**config.mk**
```make
export PLATFORM = sky130hd
export DESIGN_NAME = fmc_adc_ddr_wb_writer
export DESIGN_NICKNAME = d
export VERILOG_FILES = /design/src/rtl/fmc_adc_ddr_wr_pkg.sv /design/src/rtl/fmc_adc_sync_fifo.sv /design/src/rtl/fmc_adc_ddr_wb_writer.sv
export SDC_FILE = /design/constraint.sdc
export NUM_CORES = 1
export LEC_CHECK = 0
export BUFFER_PORTS_ARGS = -buffer_cell sky130_fd_sc_hd__buf_2
export CAP_MARGIN = 25
export CORE_MARGIN = 5
export CORE_UTILIZATION = 50
export CTS_CLUSTER_DIAMETER = 30
export DETAILED_ROUTE_END_ITERATION = 10
export PLACE_DENSITY = 0.7
export SLEW_MARGIN = 20
export SYNTH_ARGS = -nofsm -noshare
export SYNTH_HDL_FRONTEND = slang
export SYNTH_SLANG_ARGS = --single-unit
```
**constraint.sdc**
```tcl
create_clock -name sys_clk_i -period 6.4 [get_ports sys_clk_i]
set_clock_uncertainty 0.15 [all_clocks]
set_input_delay 0.32 -clock sys_clk_i [delete_from_list [all_inputs] [get_ports sys_clk_i]]
set_output_delay 0.32 -clock sys_clk_i [all_outputs]
set_load 0.02 [all_outputs]
```
**src/rtl/fmc_adc_ddr_wr_pkg.sv**
```systemverilog
// Shared types and helpers for the FMC-ADC DDR Wishbone writer.
package fmc_adc_ddr_wr_pkg;

  typedef enum logic [2:0] {IDLE, RUN, DRAIN, FLUSH, DONE} t_ddr_wr_state;

  localparam int         c_SMP_WIDTH = 64;
  localparam logic [7:0] c_SEL_ALL   = 8'hFF;

  // Word address modulo DDR size; mem_words need not be a power of two.
  function automatic logic [31:0] f_addr_wrap(input logic [32:0] addr, input logic [32:0] mem_words);
    return 32'(addr % mem_words);
  endfunction

endpackage

```
**src/rtl/fmc_adc_sync_fifo.sv**
```systemverilog
// Single-clock first-word-fall-through FIFO; rd_data shows the head while !empty.
module fmc_adc_sync_fifo #(
  parameter int g_depth = 16,
  parameter int g_width = 64
) (
  input  logic               clk,
  input  logic               rst,
  input  logic               wr_en,
  input  logic [g_width-1:0] wr_data,
  input  logic               rd_en,
  output logic [g_width-1:0] rd_data,
  output logic               full,
  output logic               empty
);

  localparam int c_AW = $clog2(g_depth);

  logic [g_width-1:0] mem [g_depth];
  logic [c_AW-1:0]    wr_ptr, rd_ptr;
  logic [c_AW:0]      count;
  logic               wr, rd;

  assign full    = (count == (c_AW+1)'(g_depth));
  assign empty   = (count == '0);
  assign wr      = wr_en && !full;
  assign rd      = rd_en && !empty;
  assign rd_data = mem[rd_ptr];

  always_ff @(posedge clk) begin
    if (rst) begin
      wr_ptr <= '0;
      rd_ptr <= '0;
      count  <= '0;
    end else begin
      if (wr) wr_ptr <= wr_ptr + 1'b1;
      if (rd) rd_ptr <= rd_ptr + 1'b1;
      if (wr && !rd)      count <= count + 1'b1;
      else if (rd && !wr) count <= count - 1'b1;
    end
  end

  always_ff @(posedge clk) begin
    if (wr) mem[wr_ptr] <= wr_data;
  end

endmodule

```
**src/rtl/fmc_adc_ddr_wb_writer.sv**
```systemverilog
// Streams 64-bit ADC samples into DDR over pipelined Wishbone with wrapping
// word addresses; reports completion once all beats are acked and DDR drained.
module fmc_adc_ddr_wb_writer
  import fmc_adc_ddr_wr_pkg::*;
#(
  parameter int          g_fifo_depth      = 16,
  parameter int          g_max_outstanding = 15,
  parameter int unsigned g_mem_words       = 2**25
) (
  input  logic                   sys_clk_i,
  input  logic                   sys_rst_i,
  input  logic                   acq_start_i,
  input  logic                   acq_end_i,
  input  logic [31:0]            start_addr_i,
  input  logic [c_SMP_WIDTH-1:0] smp_data_i,
  input  logic                   smp_valid_i,
  output logic [31:0]            wb_ddr_adr_o,
  output logic [c_SMP_WIDTH-1:0] wb_ddr_dat_o,
  output logic [7:0]             wb_ddr_sel_o,
  output logic                   wb_ddr_cyc_o,
  output logic                   wb_ddr_stb_o,
  output logic                   wb_ddr_we_o,
  input  logic                   wb_ddr_ack_i,
  input  logic                   wb_ddr_stall_i,
  input  logic                   ddr_wr_fifo_empty_i,
  output logic                   busy_o,
  output logic                   done_o,
  output logic                   overflow_o,
  output logic [31:0]            wr_cnt_o
);

  localparam int          c_OS_W  = $clog2(g_max_outstanding + 1);
  localparam logic [32:0] c_MEM_W = 33'(g_mem_words);

  t_ddr_wr_state          state_q, state_d;
  logic                   arm, push_en;
  logic                   fifo_full, fifo_empty, push, load, accept, ack_eff;
  logic [c_SMP_WIDTH-1:0] fifo_dout;
  logic [c_OS_W-1:0]      os_q, os_nxt;
  logic [31:0]            addr_q;

  always_ff @(posedge sys_clk_i) begin
    if (sys_rst_i) state_q <= IDLE;
    else           state_q <= state_d;
  end

  always_comb begin
    state_d = state_q;
    case (state_q)
      IDLE:    if (acq_start_i) state_d = RUN;
      RUN:     if (acq_end_i) state_d = DRAIN;
      // The output register counts as pending until its beat is accepted.
      DRAIN:   if (fifo_empty && !wb_ddr_stb_o && os_q == '0) state_d = FLUSH;
      FLUSH:   if (ddr_wr_fifo_empty_i) state_d = DONE;
      DONE:    state_d = IDLE;
      default: state_d = IDLE;
    endcase
  end

  always_comb begin
    busy_o  = (state_q != IDLE);
    done_o  = (state_q == DONE);
    push_en = (state_q == RUN);
    arm     = (state_q == IDLE) && acq_start_i;
  end

  assign push    = push_en && smp_valid_i && !fifo_full;
  assign accept  = wb_ddr_stb_o && !wb_ddr_stall_i;
  assign ack_eff = wb_ddr_ack_i && (os_q != '0);

  always_comb begin
    os_nxt = os_q;
    if (accept && !ack_eff)      os_nxt = os_q + 1'b1;
    else if (!accept && ack_eff) os_nxt = os_q - 1'b1;
  end

  // Refill the strobe register whenever it is free or being accepted, so beats
  // stream back-to-back; gate on the post-edge outstanding count.
  assign load = !fifo_empty && (os_nxt < c_OS_W'(g_max_outstanding)) && (!wb_ddr_stb_o || accept);

  fmc_adc_sync_fifo #(
    .g_depth (g_fifo_depth),
    .g_width (c_SMP_WIDTH)
  ) u_fifo (
    .clk     (sys_clk_i),
    .rst     (sys_rst_i),
    .wr_en   (push),
    .wr_data (smp_data_i),
    .rd_en   (load),
    .rd_data (fifo_dout),
    .full    (fifo_full),
    .empty   (fifo_empty)
  );

  always_ff @(posedge sys_clk_i) begin
    if (sys_rst_i) begin
      os_q         <= '0;
      wr_cnt_o     <= '0;
      overflow_o   <= 1'b0;
      addr_q       <= '0;
      wb_ddr_stb_o <= 1'b0;
      wb_ddr_adr_o <= '0;
      wb_ddr_dat_o <= '0;
    end else begin
      os_q <= os_nxt;
      if (ack_eff) wr_cnt_o <= wr_cnt_o + 32'd1;
      if (push_en && smp_valid_i && fifo_full) overflow_o <= 1'b1;
      if (arm) begin
        wr_cnt_o   <= '0;
        overflow_o <= 1'b0;
        addr_q     <= f_addr_wrap({1'b0, start_addr_i}, c_MEM_W);
      end
      if (load) begin
        wb_ddr_stb_o <= 1'b1;
        wb_ddr_adr_o <= addr_q;
        wb_ddr_dat_o <= fifo_dout;
        addr_q       <= f_addr_wrap({1'b0, addr_q} + 33'd1, c_MEM_W);
      end else if (accept) begin
        wb_ddr_stb_o <= 1'b0;
      end
    end
  end

  assign wb_ddr_cyc_o = wb_ddr_stb_o || (os_q != '0);
  assign wb_ddr_sel_o = c_SEL_ALL;
  assign wb_ddr_we_o  = 1'b1;

endmodule

```
==> results.py <==
metrics = {
    "detailed_routing": {
        "drtPass1Iterations": 5,
        "routedWlPerCell_um": 26.6,
        "vias": 24739,
        "vias_per_cell": 5.92,
        "drc_errors": 0,
        "drt_iter0_drc": 2415,
        "ant_nets": 0,
        "routed_wl_um": 111000,
    },
    "placed_design": {
        "dp_hpwl_um": 54200,
        "place_ws_ns": 1.98,
        "portBuffers": 222,
        "numPlacedInstances": 3677,
        "gp_congestion": 0.807,
    },
    "floorplan": {
        "fp.dieH_um": 313,
        "die-area_um2": 97900,
        "rows": 111,
        "ios": 246,
        "core_um2": 91400,
        "die_w_um": 313,
        "initial_utilization": 0.502,
    },
    "critical_path": {
        "crit_top_cell": "buf_4",
        "crit_buf_inv": 5,
        "required_ns": 6.93,
        "path_cells": "inv_1 -> ha_1 -> or3b_1 -> nand2_2 -> a2bb2oi_2 -> a211oi_4 -> a21oi_4 -> inv_4 -> buf_4 -> buf_12 -> buf_4 -> nand2_1 -> a21oi_1",
        "slowest_stage": "buf_4",
        "path_max_fanout": 54,
        "start_kind": "flop",
        "path_class": "reg -> reg",
        "crit_family": "buffers and inverters",
        "worstPathArrival_ns": 5.00,
        "cpPeakStageDelay_ns": 0.64,
        "endpoint_kind": "flop",
    },
    "clock_tree": {
        "cts_resized": 0,
        "cts_tree": "built",
        "cts_max_path_buffers": 3,
        "clockRootBuffer": "clkbuf_16",
        "clock_sinks": 1192,
        "cts_hold_buf": 102,
        "clkTransAtPathRegs_ns": 0.05,
        "htreeDepth": 4,
        "numCtsBuffers": 206,
        "clock_latency_ns": 0.79,
        "post-cts-setup-buffers": 0,
    },
    "sta": {
        "relSlewSlack": 0.299,
        "fin_ws_ns": 1.93,
        "finalSetupViolCount": 0,
        "period_share": 0.698,
        "rsz0062_at_grt": "false",
        "worstMarginPinSlew_ns": 1.05,
        "fin_crit_ns": 4.47,
        "drv_slew": 0,
        "hold_violations": 0,
        "setup_tns_ns": 0,
        "timing.fmax_mhz": 224,
    },
    "synth": {
        "synth_top_area_frac": 0.670,
        "synth_cell_types": 70,
        "synth_edf_count": 1024,
        "yosysTopAreaCell": "edfxtp_1",
        "syn_inst": 2357,
        "syn_area_um2": 45900,
        "dominantRegCellSynth": "edfxtp_1",
        "yosysWarnings": 0,
        "synth_area_per_cell_um2": 19.5,
        "synthArstFlopShare": 0,
        "ys_ff_latch": 1192,
        "ys_seq_area_frac": 0.743,
        "synth.area.top_cells": "edfxtp_1 67%, mux4_2 16%, dfxtp_1 7.3%",
    },
    "layout": {
        "instances_no_fill": 4179,
        "register_area_um2": 34100,
        "finalCoreUtilization": 0.624,
        "nFillCells": 6169,
        "multi_input_area_um2": 11200,
        "syn_to_final_growth_pct": 24.3,
        "drive_gt1_frac": 0.330,
        "fin_nets": 2922,
    },
    "power_and_ir_drop": {
        "power_density_nw_per_um2": 436,
        "power.switching_w": 0.00669,
        "power_switching_share": 0.269,
        "power.internal_w": 0.0182,
        "p_clk_frac": 0.456,
        "totalPowerFinal_w": 0.0249,
        "ir_drop_mv": 0.309,
        "seq_power_share": 0.363,
        "power_frac_comb": 0.181,
        "p_leak_nw": 19.0,
    },
    "grt": {
        "antenna_found_initial": 6,
        "grt_first_pass_wirelength_um": 165000,
        "grt_overflow_total": 0,
        "grt_usage": 0.225,
        "grt_pass1_vias": 26237,
        "grt_max_degree": 113,
    },
    "min_path": {
        "hold_class": "in -> reg",
    },
    "status": {
        "run_status": "complete, no violations",
    },
    "run": {
        "maxCapViolCount": 0,
    },
}
==> metrics by stage <==
stage / hold slack, ns / area (um2)
floorplan: 0.269 / 45900
global placement: 0.291 / 48400
detailed placement: 0.294 / 48500
CTS: 0.193 / 56900
global route: 0.238 / 57000
finish: 0.265 / 57000
==> flip-flops by register name (all words and copies together), names as in the netlist <==
register,cells
u_fifo.rd_ptr,4
wb_ddr_stb_o,1
os_q,4
overflow_o,1
wr_cnt_o,32
u_fifo.wr_ptr,4
wb_ddr_dat_o,64
wb_ddr_adr_o,25
addr_q,25
u_fifo.mem,1024
u_fifo.count,5
state_q,3
==> cells in the mapped netlist (6+ instances only) <==
cell type and instances:
nand3_1 33, nor4_1 9, or3_1 8, ha_1 13, a31oi_1 6, nor3_1 14
inv_1 16, xnor2_1 12, a211oi_1 11, a311o_1 8, and3_1 12, nor2_1 69
nand2_1 226, edfxtp_1 1024, a21oi_1 114, o21ai_0 12, clkbuf_1 72, dfxtp_1 168
buf_2 28, nand4_1 15, buf_1 21, mux4_2 321, a211o_1 8, xor2_1 25
and2_1 6, and4_1 14, buf_4 23
==> routing by layer <==
layer	GRT usage	share of wire	up-vias
met5	0	0.00012	-
met4	0.0591	0.019	2
met3	0.0533	0.073	156
met2	0.385	0.51	1099
met1	0.295	0.40	12974
li1	-	-	10508
==> final timing paths <==
check / from / endpoint / slack (ns) / cells past startpoint
hold reg to reg: wb_ddr_dat_o[4] / wb_ddr_dat_o[4] / 0.30 / 2
setup reg to reg: os_q[0] / wb_ddr_dat_o[16] / 1.93 / 13
hold / removal: start_addr_i[22] / addr_q[22] / 0.26 / 3
setup / recovery: os_q[0] / wb_ddr_dat_o[16] / 1.93 / 13
==> cell families (layout without fill, tap and decap cells) <==
family / after synthesis / count (layout) / synth area share
other cells: 2 / 24 / 0.000164
mux: 325 / 325 / 0.158
flops: 1192 / 1192 / 0.743
compound gates: 190 / 190 / 0.0269
xor+xnor: 37 / 37 / 0.00706
simple gates: 432 / 432 / 0.0433
buf+inv: 165 / 779 / 0.0168
fa+ha+maj: 14 / 14 / 0.00398
==> area by class of cell <==
class / instances / area share
diodes: 8 / 0.000351
clock buffers: 230 / 0.0936
clock inverters: 159 / 0.0360
inverters: 17 / 0.00116
multi-input cells: 1014 / 0.196
flip-flops and latches: 1192 / 0.599
well taps: 1186 / 0.0260
repair buffers: 373 / 0.0483
==> worst register-to-register path: stages, from the launching register on <==
cell and delay [ns]:
dfxtp_1 0.34, inv_1 0.22, ha_1 0.26, or3b_1 0.51, nand2_2 0.20, a2bb2oi_2 0.11
a211oi_4 0.47, a21oi_4 0.12, inv_4 0.08, buf_4 0.46, buf_12 0.33, buf_4 0.72
nand2_1 0.19, a21oi_1 0.25
==> cell usage in the layout (no fill, tap or decap), types with 16 or more instances in the layout <==
cell,count
xor2_1,25
conb_1,16
nand2_1,226
buf_4,30
clkbuf_16,207
dlygate4sd3_1,102
nor2_1,57
edfxtp_1,1024
clkinv_2,32
clkinv_1,19
bufinv_16,32
a21oi_1,114
inv_1,16
buf_2,221
mux4_2,321
inv_6,23
clkinvlp_4,23
dfxtp_1,164
nand3_1,33
clkbuf_1,16
==> power by group through the flow <==
stage,clock (W),sequential [W],combinational [W]
after floorplan,0,0.00929,0.00312
after global placement,0,0.00921,0.00427
after detailed placement,0,0.00923,0.00435
after CTS,0.0115,0.00908,0.00446
after global routing,0.0119,0.00906,0.00484
final,0.0113,0.00903,0.00451
Power figures use the tool's default switching activity.
